$ cat src/rtl/simple_merger_pkg.sv
// rtl/simple_merger_pkg.sv - shared constants and types for the 4-to-1 merger
package simple_merger_pkg;
  localparam int NUM_SRC = 4;
  localparam int ADDR_W  = 2;

  typedef logic [ADDR_W-1:0] src_idx_t;
endpackage

$ cat src/rtl/simple_merger_if.sv
// rtl/simple_merger_if.sv - source-side inputs and merged output stream of the merger
interface simple_merger_if #(
  parameter int DATA_WIDTH = 32
);
  import simple_merger_pkg::*;

  logic [DATA_WIDTH-1:0] din0;
  logic [DATA_WIDTH-1:0] din1;
  logic [DATA_WIDTH-1:0] din2;
  logic [DATA_WIDTH-1:0] din3;
  logic [NUM_SRC-1:0]    din_en;
  logic [NUM_SRC-1:0]    din_rdy;
  logic [DATA_WIDTH-1:0] dout;
  src_idx_t              dout_addr;
  logic                  dout_en;
  logic                  dout_rdy;

  modport master (
    output din0, din1, din2, din3, din_en, dout_rdy,
    input  din_rdy, dout, dout_addr, dout_en
  );

  modport slave (
    input  din0, din1, din2, din3, din_en, dout_rdy,
    output din_rdy, dout, dout_addr, dout_en
  );
endinterface

$ cat src/rtl/simple_merger_rr_arbiter4.sv
// rtl/simple_merger_rr_arbiter4.sv - combinational 4-way round-robin grant starting at i_ptr
module rr_arbiter4
  import simple_merger_pkg::*;
(
  input  logic [NUM_SRC-1:0] i_req,
  input  src_idx_t           i_ptr,
  output logic               o_gnt_vld,
  output src_idx_t           o_gnt_idx
);

  src_idx_t w_idx;

  // Scan from the farthest offset down so the nearest requester to i_ptr wins.
  always_comb begin
    o_gnt_vld = 1'b0;
    o_gnt_idx = '0;
    w_idx     = '0;
    for (int k = NUM_SRC - 1; k >= 0; k--) begin
      w_idx = i_ptr + src_idx_t'(k);
      if (i_req[w_idx]) begin
        o_gnt_vld = 1'b1;
        o_gnt_idx = w_idx;
      end
    end
  end

endmodule

$ cat src/rtl/simple_merger.sv
// rtl/simple_merger.sv - four one-entry source buffers drained round-robin into one registered stream
module simple_merger
  import simple_merger_pkg::*;
#(
  parameter int DATA_WIDTH = 32
) (
  input  logic             clk,
  input  logic             resetn,
  simple_merger_if.slave   bus
);

  logic [DATA_WIDTH-1:0] r_buf [NUM_SRC];
  logic [NUM_SRC-1:0]    r_buf_v;
  logic [DATA_WIDTH-1:0] r_dout;
  src_idx_t              r_dout_addr;
  logic                  r_dout_en;
  src_idx_t              r_rr_ptr;

  logic [DATA_WIDTH-1:0] w_din [NUM_SRC];
  logic                  w_out_free;
  logic                  w_gnt_vld;
  src_idx_t              w_gnt_idx;

  assign w_din[0] = bus.din0;
  assign w_din[1] = bus.din1;
  assign w_din[2] = bus.din2;
  assign w_din[3] = bus.din3;

  assign w_out_free = ~r_dout_en | bus.dout_rdy;

  rr_arbiter4 u_arb (
    .i_req     (r_buf_v),
    .i_ptr     (r_rr_ptr),
    .o_gnt_vld (w_gnt_vld),
    .o_gnt_idx (w_gnt_idx)
  );

  // A granted buffer is always full, so its din_rdy was low and the accept loop cannot touch it.
  always_ff @(posedge clk) begin
    if (!resetn) begin
      r_buf_v     <= '0;
      r_dout      <= '0;
      r_dout_addr <= '0;
      r_dout_en   <= 1'b0;
      r_rr_ptr    <= '0;
      for (int i = 0; i < NUM_SRC; i++) r_buf[i] <= '0;
    end else begin
      for (int i = 0; i < NUM_SRC; i++) begin
        if (bus.din_en[i] && !r_buf_v[i]) begin
          r_buf[i]   <= w_din[i];
          r_buf_v[i] <= 1'b1;
        end
      end
      if (w_out_free) begin
        if (w_gnt_vld) begin
          r_dout             <= r_buf[w_gnt_idx];
          r_dout_addr        <= w_gnt_idx;
          r_dout_en          <= 1'b1;
          r_buf_v[w_gnt_idx] <= 1'b0;
          r_rr_ptr           <= src_idx_t'(w_gnt_idx + 2'd1);
        end else begin
          r_dout      <= '0;
          r_dout_addr <= '0;
          r_dout_en   <= 1'b0;
        end
      end
    end
  end

  assign bus.din_rdy   = ~r_buf_v;
  assign bus.dout      = r_dout;
  assign bus.dout_addr = r_dout_addr;
  assign bus.dout_en   = r_dout_en;

endmodule
$ cat src/flat_wrapper.sv
// flat-port wrapper written by rule: the top's interface ports become plain ports
module simple_merger_flat import simple_merger_pkg::*;
#(
  parameter int DATA_WIDTH = 32
)
  (clk, resetn, bus_din0, bus_din1, bus_din2, bus_din3, bus_din_en, bus_dout_rdy, bus_din_rdy, bus_dout, bus_dout_addr, bus_dout_en);
  simple_merger_if #(.DATA_WIDTH(DATA_WIDTH)) bus_i ();
  input  logic clk;
  input  logic resetn;
  input wire logic [$bits(bus_i.din0)-1:0] bus_din0;
  input wire logic [$bits(bus_i.din1)-1:0] bus_din1;
  input wire logic [$bits(bus_i.din2)-1:0] bus_din2;
  input wire logic [$bits(bus_i.din3)-1:0] bus_din3;
  input wire logic [$bits(bus_i.din_en)-1:0] bus_din_en;
  input wire logic [$bits(bus_i.dout_rdy)-1:0] bus_dout_rdy;
  output wire logic [$bits(bus_i.din_rdy)-1:0] bus_din_rdy;
  output wire logic [$bits(bus_i.dout)-1:0] bus_dout;
  output wire logic [$bits(bus_i.dout_addr)-1:0] bus_dout_addr;
  output wire logic [$bits(bus_i.dout_en)-1:0] bus_dout_en;
  assign bus_i.din0 = bus_din0;
  assign bus_i.din1 = bus_din1;
  assign bus_i.din2 = bus_din2;
  assign bus_i.din3 = bus_din3;
  assign bus_i.din_en = bus_din_en;
  assign bus_i.dout_rdy = bus_dout_rdy;
  assign bus_din_rdy = bus_i.din_rdy;
  assign bus_dout = bus_i.dout;
  assign bus_dout_addr = bus_i.dout_addr;
  assign bus_dout_en = bus_i.dout_en;
  simple_merger #(.DATA_WIDTH(DATA_WIDTH)) u_core (.clk(clk), .resetn(resetn), .bus(bus_i));
endmodule
$ cat config.mk
export PLATFORM = sky130hd
export DESIGN_NAME = simple_merger_flat
export DESIGN_NICKNAME = d
export VERILOG_FILES = /design/src/rtl/simple_merger_pkg.sv /design/src/rtl/simple_merger_if.sv /design/src/rtl/simple_merger_rr_arbiter4.sv /design/src/rtl/simple_merger.sv /design/src/flat_wrapper.sv
export SDC_FILE = /design/constraint.sdc
export NUM_CORES = 1
export LEC_CHECK = 0
export BUFFER_PORTS_ARGS = -buffer_cell sky130_fd_sc_hd__buf_2
export CORE_AREA = 5 5 129 131
export CTS_BUF_LIST = sky130_fd_sc_hd__clkbuf_16
export DETAILED_ROUTE_END_ITERATION = 8
export DIE_AREA = 0 0 134 136
export GPL_ROUTABILITY_DRIVEN = 0
export PLACE_DENSITY = 0.86
export SLEW_MARGIN = 0
export SYNTH_ARGS = -nofsm -noshare
export SYNTH_HDL_FRONTEND = slang
export SYNTH_SLANG_ARGS = --single-unit
$ cat constraint.sdc
create_clock -name clk -period 3.6 [get_ports clk]
set_clock_uncertainty 0.05 [all_clocks]
set_input_delay 0.72 -clock clk [delete_from_list [all_inputs] [get_ports clk]]
set_output_delay 0.72 -clock clk [all_outputs]
set_load 0.05 [all_outputs]
==> results of run 1 <==
-- synth_stat cells --
library cell	instances
a21boi_0	33
a21o_1	1
a21oi_1	6
a22oi_1	1
a311o_1	1
and2_1	132
and3_1	36
buf_2	2
buf_6	4
clkbuf_1	36
dfxtp_1	41
edfxtp_1	128
inv_1	7
inv_2	1
mux2i_1	32
nand2_1	34
nand2b_1	3
nand3_1	1
nor2_1	3
nor2b_1	4
nor3_1	1
nor3_2	1
nor4_1	1
o211ai_1	32
o21a_1	2
o21ai_0	13
o21ai_1	29
o311a_1	1
xnor2_1	1
-- kinds of logic after synthesis --
logic type	share of synthesized area (%)
simple gates	17.37
flops	64.32
compound gates	10.73
buf+inv	3.037
mux	4.417
xor+xnor	0.1208
-- area by class of cell --
cell class,instances,share of cell area [%]
Inverter,8,0.3398
Clock buffer,18,5.096
Tap cell,192,2.718
Sequential cell,169,52.77
Multi-Input combinational cell,368,27.34
Timing Repair Buffer,183,10.65
Clock inverter,14,1.090
-- stage by stage --
step           area [sq um]  utilization, %  cells  worst slack (ns)  hold slack (ns)
6_report               8838           57.09    952             1.144           0.4246
5_1_grt                8838           57.09    952             1.002           0.4571
4_1_cts                8838           57.09    952             1.131           0.4287
3_5_place_dp           8292           53.56    920             1.030           0.4142
3_3_place_gp           8292           53.56    920             1.156           0.4086
2_1_floorplan          7252               -    587           0.05802           0.4421
-- sequential cells by signal (all words and copies together), names as in the netlist --
register,count
u_core.bus.dout_addr,2
u_core.bus.dout,32
u_core.r_buf,128
u_core.r_rr_ptr,2
u_core.r_buf_v,4
u_core.bus.dout_en,1
-- per-layer routing --
layer  vias to the layer above  wire (um)  GRT usage, %  part of all wire (%)
li1                       2417          -             -                     -
met1                      2407       6950         23.30                    40
met2                       182       9279         35.63                    53
met3                        25       1041         3.812                   5.9
met4                         0        307         6.686                   1.7
met5                         -          0             0                     0
-- worst max-delay path by stage --
stage,slack (ns),end,cells past startpoint,from
global placement,1.16,u_core.bus.dout[30],7,bus_dout_rdy
floorplan,0.06,u_core.r_buf[0][0],2,bus_din_en[0]
detailed placement,1.03,u_core.bus.dout[30],7,bus_dout_rdy
finish,1.14,u_core.bus.dout[2],5,u_core.r_buf_v[2]
global route,1.00,u_core.bus.dout[2],5,u_core.r_buf_v[2]
CTS,1.13,u_core.bus.dout[22],5,u_core.r_buf_v[2]
-- critical path, cell delays in order (launching register included) --
cell and delay, ns:
dfxtp_1 0.50, nor2b_1 0.23, a311o_2 0.14, and2_2 0.92, mux2i_1 0.35, o211ai_1 0.12
-- power by group through the flow --
stage               clock (mW)  combinational, mW  sequential [mW]
floorplan                    0              0.710             2.79
finish                    1.68               1.34             2.50
global placement             0               1.33             2.53
CTS                       1.70               1.36             2.50
global route              1.80               1.45             2.52
detailed placement           0               1.35             2.54
==> results.ini, run 1 <==
[global_routing]
antenna_found_initial = 0
grt_max_degree = 66
grt-ovfl-total = 0
gr-usage-all-layers_pct = 19.60
grt_pass1_vias = 5176
grt_pass1_wl_um = 27080

[power]
comb_power_share_pct = 24.3
p_clk_share_pct = 30.4
total_leakage_power_nw = 3.750
swShare_pct = 32.57
power_mw = 5.519
intPower_mw = 3.722
power.switching_mw = 1.797
peakVddDrop_mv = 0.3145
powerDensity_mw_per_mm2 = 624.4
seqPwrFrac_pct = 45.2

[layout]
antennaDiodeCount = 0
multi_input_comb_area_sq_mm = 0.002416
final_common_cell = buf_2
final_layout_size_suffix_gt1_share_pct = 29.21
layout.nets = 882
regArea_sq_mm = 0.004664
area_growth_syn_to_layout_pct = 21.88
fillCellCount = 1263
final_cell_mix = 173 x buf_2, 131 x and2_1, 128 x edfxtp_1

[sta]
slew_headroom_pct = 21.93
worstMarginPinSlew_ns = 1.167
drv_slew = 0
hold_violations = 0
setup_viol = 0
rsz0062_at_grt = no
fin_crit_sh_pct = 68.22
setup_tns_ns = 0
fmax_ghz = 0.4072
fin_crit_ns = 2.456

[placement]
place_hpwl_um = 12200
io_buffers = 173

[clock_network]
cts_made_buffers = 17
clkLatencyLatePin_ns = 0.42
clk_pin_slew_ns = 0.07
ctsHoldBuffers = 0
cts_tree = done
cts-htree-levels = 4
cts_buffer_depth = 2
cts_sinks = 169
root_buffer = clkbuf_16
post_cts_buffers = 0
cts_resized = 0

[worst_hold_path]
min_delay_path_depth = 2
hold_start = u_core.bus.dout[5]
min_path_type = reg2reg
hold_end = u_core.bus.dout[5]

[detailed_routing]
num_vias = 5031
first_iter_violations = 302
ant_nets = 0
detail_route.wl_per_cell_um = 18.47
wl_um = 17580
vias_per_cell = 5.285
drc = 0
dr.pass1.iters = 4

[floorplanning]
num_io_pins = 174
num_rows = 46
die_area_sq_mm = 0.01822
die_h_um = 136
die_w_um = 134
start_util_pct = 46.84
core_area_sq_mm = 0.01548

[setup_path]
cp_data_arrival_time_ns = 2.70
required_ns = 3.84
r2r-end = u_core.bus.dout[2]
critical_path_class = reg2reg
reg2reg_depth = 5
r2r_setup_slack_ns = 1.14
endpoint_kind = register
startpoint_type = register
r2r-start = u_core.r_buf_v[2]
crit_fanout = 36

[synthesis]
synth_largest_area_cell = edfxtp_1
synth.avg_cell_area_sq_um = 12.35
synth.area.top_cells = edfxtp_1 53%, and2_1 11%, dfxtp_1 11%, mux2i_1 4.4%, a21boi_0 3.4%
postSynthCellCount = 587
ys_ff_latch = 169
synth.net_count = 722
yosysWarnings = 0
ys_seq_area_share_pct = 64.32
yosys.cell_types.count = 29
yosys.area.top_type_share_pct = 53.00
syn_area_sq_mm = 0.007252

[outcome]
run_status = finished, final reports clean

[run]
cap_viol_max_count = 0

Note: power is estimated with default switching activity, not from simulation.
==> inputs of run 2 (changes only) <==
- CORE_AREA: 5 5 129 131 -> 5 5 122 124
- DIE_AREA: 0 0 134 136 -> 0 0 127 129
- PLACE_DENSITY: 0.86 -> 0.91
- clock period: 3.6 -> 2.57 ns (I/O delays scaled with it)
==> run 2 against run 1 <==
  * Flip-flop and latch count is the same
  * Die area fell by 10%
  * Largest power group unchanged
  * Sequential share of layout area down 0.62 points
  * Cell area is 1.2% higher
  * Clock power is 40% higher
==> results.ini, run 2 (synthesis results as in run 1) <==
[floorplanning]
start_util_pct = 53.07
num_rows = 43
num_io_pins = 174
die_h_um = 129
die_area_sq_mm = 0.01638
die_w_um = 127
core_area_sq_mm = 0.01367

[placement]
io_buffers = 173
place_area_sq_mm = 0.008402
dp.cells = 918
place_hpwl_um = 12180

[power]
power.switching_mw = 2.517
total_leakage_power_nw = 3.823
p_clk_share_pct = 30.2
intPower_mw = 5.273
powerDensity_mw_per_mm2 = 871.1
peakVddDrop_mv = 0.4903
comb_power_share_pct = 24.9
swShare_pct = 32.31
seqPwrFrac_pct = 44.9

[sta]
drv_slew = 0
setup_tns_ns = 0
setup_viol = 0
fmax_ghz = 0.4823
slew_headroom_pct = 28.31
fin_crit_sh_pct = 80.68
rsz0062_at_grt = no
hold_violations = 0
fin_crit_ns = 2.074
worstMarginPinSlew_ns = 1.075

[detailed_routing]
first_iter_violations = 484
ant_nets = 0
wl_um = 18030
detail_route.wl_per_cell_um = 18.97
dr.pass1.iters = 5
num_vias = 5131
drc = 0
vias_per_cell = 5.401

[setup_path]
endpoint_kind = register
cp_data_arrival_time_ns = 2.32
critical_path_class = reg2reg
cpPeakStageDelay_ns = 0.55
crit_fanout = 21
crit_path_start = u_core.r_buf_v[3]
critPathSlowestCell = o311a_1
path_cells = nor2b_1 > o21a_1 > o311a_1 > buf_12 > o21ai_1 > o211ai_1
r2r-start = u_core.r_buf_v[3]
required_ns = 2.82
startpoint_type = register

[worst_hold_path]
min_path_type = in2reg
hold_start = bus_din2[19]

[clock_network]
cts_sinks = 169
root_buffer = clkbuf_16
cts_buffer_depth = 2
cts_made_buffers = 17
cts_resized = 0
clkLatencyLatePin_ns = 0.43
ctsHoldBuffers = 0
cts_tree = done
post_cts_buffers = 0
clk_pin_slew_ns = 0.06
cts-htree-levels = 4

[layout]
final_cell_mix = 173 x buf_2, 131 x and2_1, 128 x edfxtp_1
largest_reg_flops = 128
final_common_cell = buf_2
top_register = u_core.r_buf
fillCellCount = 1037
final_layout_size_suffix_gt1_share_pct = 29.61
antennaDiodeCount = 0
final_cells = 950
layout.nets = 892
stdcell_area_sq_mm = 0.008944
area_growth_syn_to_layout_pct = 23.33
utilization_pct = 65.45

[global_routing]
grt-ovfl-total = 0
grt_pass1_wl_um = 27370
grt_max_degree = 66
gr-usage-all-layers_pct = 22.21
antenna_found_initial = 0
grt_pass1_vias = 5133

[outcome]
run_status = finished, final reports clean

[run]
cap_viol_max_count = 0

## run 2: cell types whose count changed in the layout (fill, tap and decap cells not counted), sizes merged
cell	before	now
buf	183	193
bufinv	0	1
clkbuf	18	17
clkinv	5	6
clkinvlp	4	3
## run 2: path summary, 6_finish.rpt
check | depth (start not counted) | endpoint | slack (ns)
hold reg to reg | 2 | u_core.bus.dout[0] | 0.43
setup / recovery | 6 | u_core.bus.dout[16] | 0.50
setup reg to reg | 6 | u_core.bus.dout[16] | 0.50
hold / removal | 2 | u_core.r_buf[2][19] | 0.30
## run 2: per-layer routing
metal	share of wire, %	global-route usage [%]
met5	0	0
met4	2.5	8.959
met3	7.1	5.313
met2	50	36.77
met1	41	28.36
## run 2: final cells by class
cell class / instances / area (sq um) / share of cell area [%]
clock buffer: 17 / 425.4 / 4.757
clock inverter: 15 / 115.1 / 1.287
inverter: 8 / 30.03 / 0.3358
multi-input combinational: 368 / 2417 / 27.03
sequential: 169 / 4664 / 52.15
tap: 180 / 225.2 / 2.518
timing repair buffer: 193 / 1066 / 11.92
## run 2: power groups by stage
stage / clock network [mW] / logic (mW) / registers, mW
2_1_floorplan: 0 / 0.996 / 3.91
6_report: 2.35 / 1.94 / 3.50
5_1_grt: 2.48 / 2.07 / 3.53
3_5_place_dp: 0 / 1.94 / 3.55
3_3_place_gp: 0 / 1.89 / 3.53
4_1_cts: 2.36 / 1.95 / 3.50
## run 2: critical path, delay by kind of cell, from the launching register on
kind                   cells  cell delay, ns
AO/OA/AOI/OAI              4            1.02
flip-flops                 1            0.50
buffers and inverters      1            0.25
AND/OR/NAND/NOR            1            0.10
## run 2: stage by stage
step                total power, mW  setup WS [ns]  hold WS [ns]
finish                        7.790         0.4965        0.3046
global route                  8.087         0.3406        0.2979
CTS                           7.810         0.1296        0.2901
detailed placement            5.492         0.1656        0.4252
global placement              5.421         0.3478        0.4089
floorplan                     4.904        0.09980        0.4421
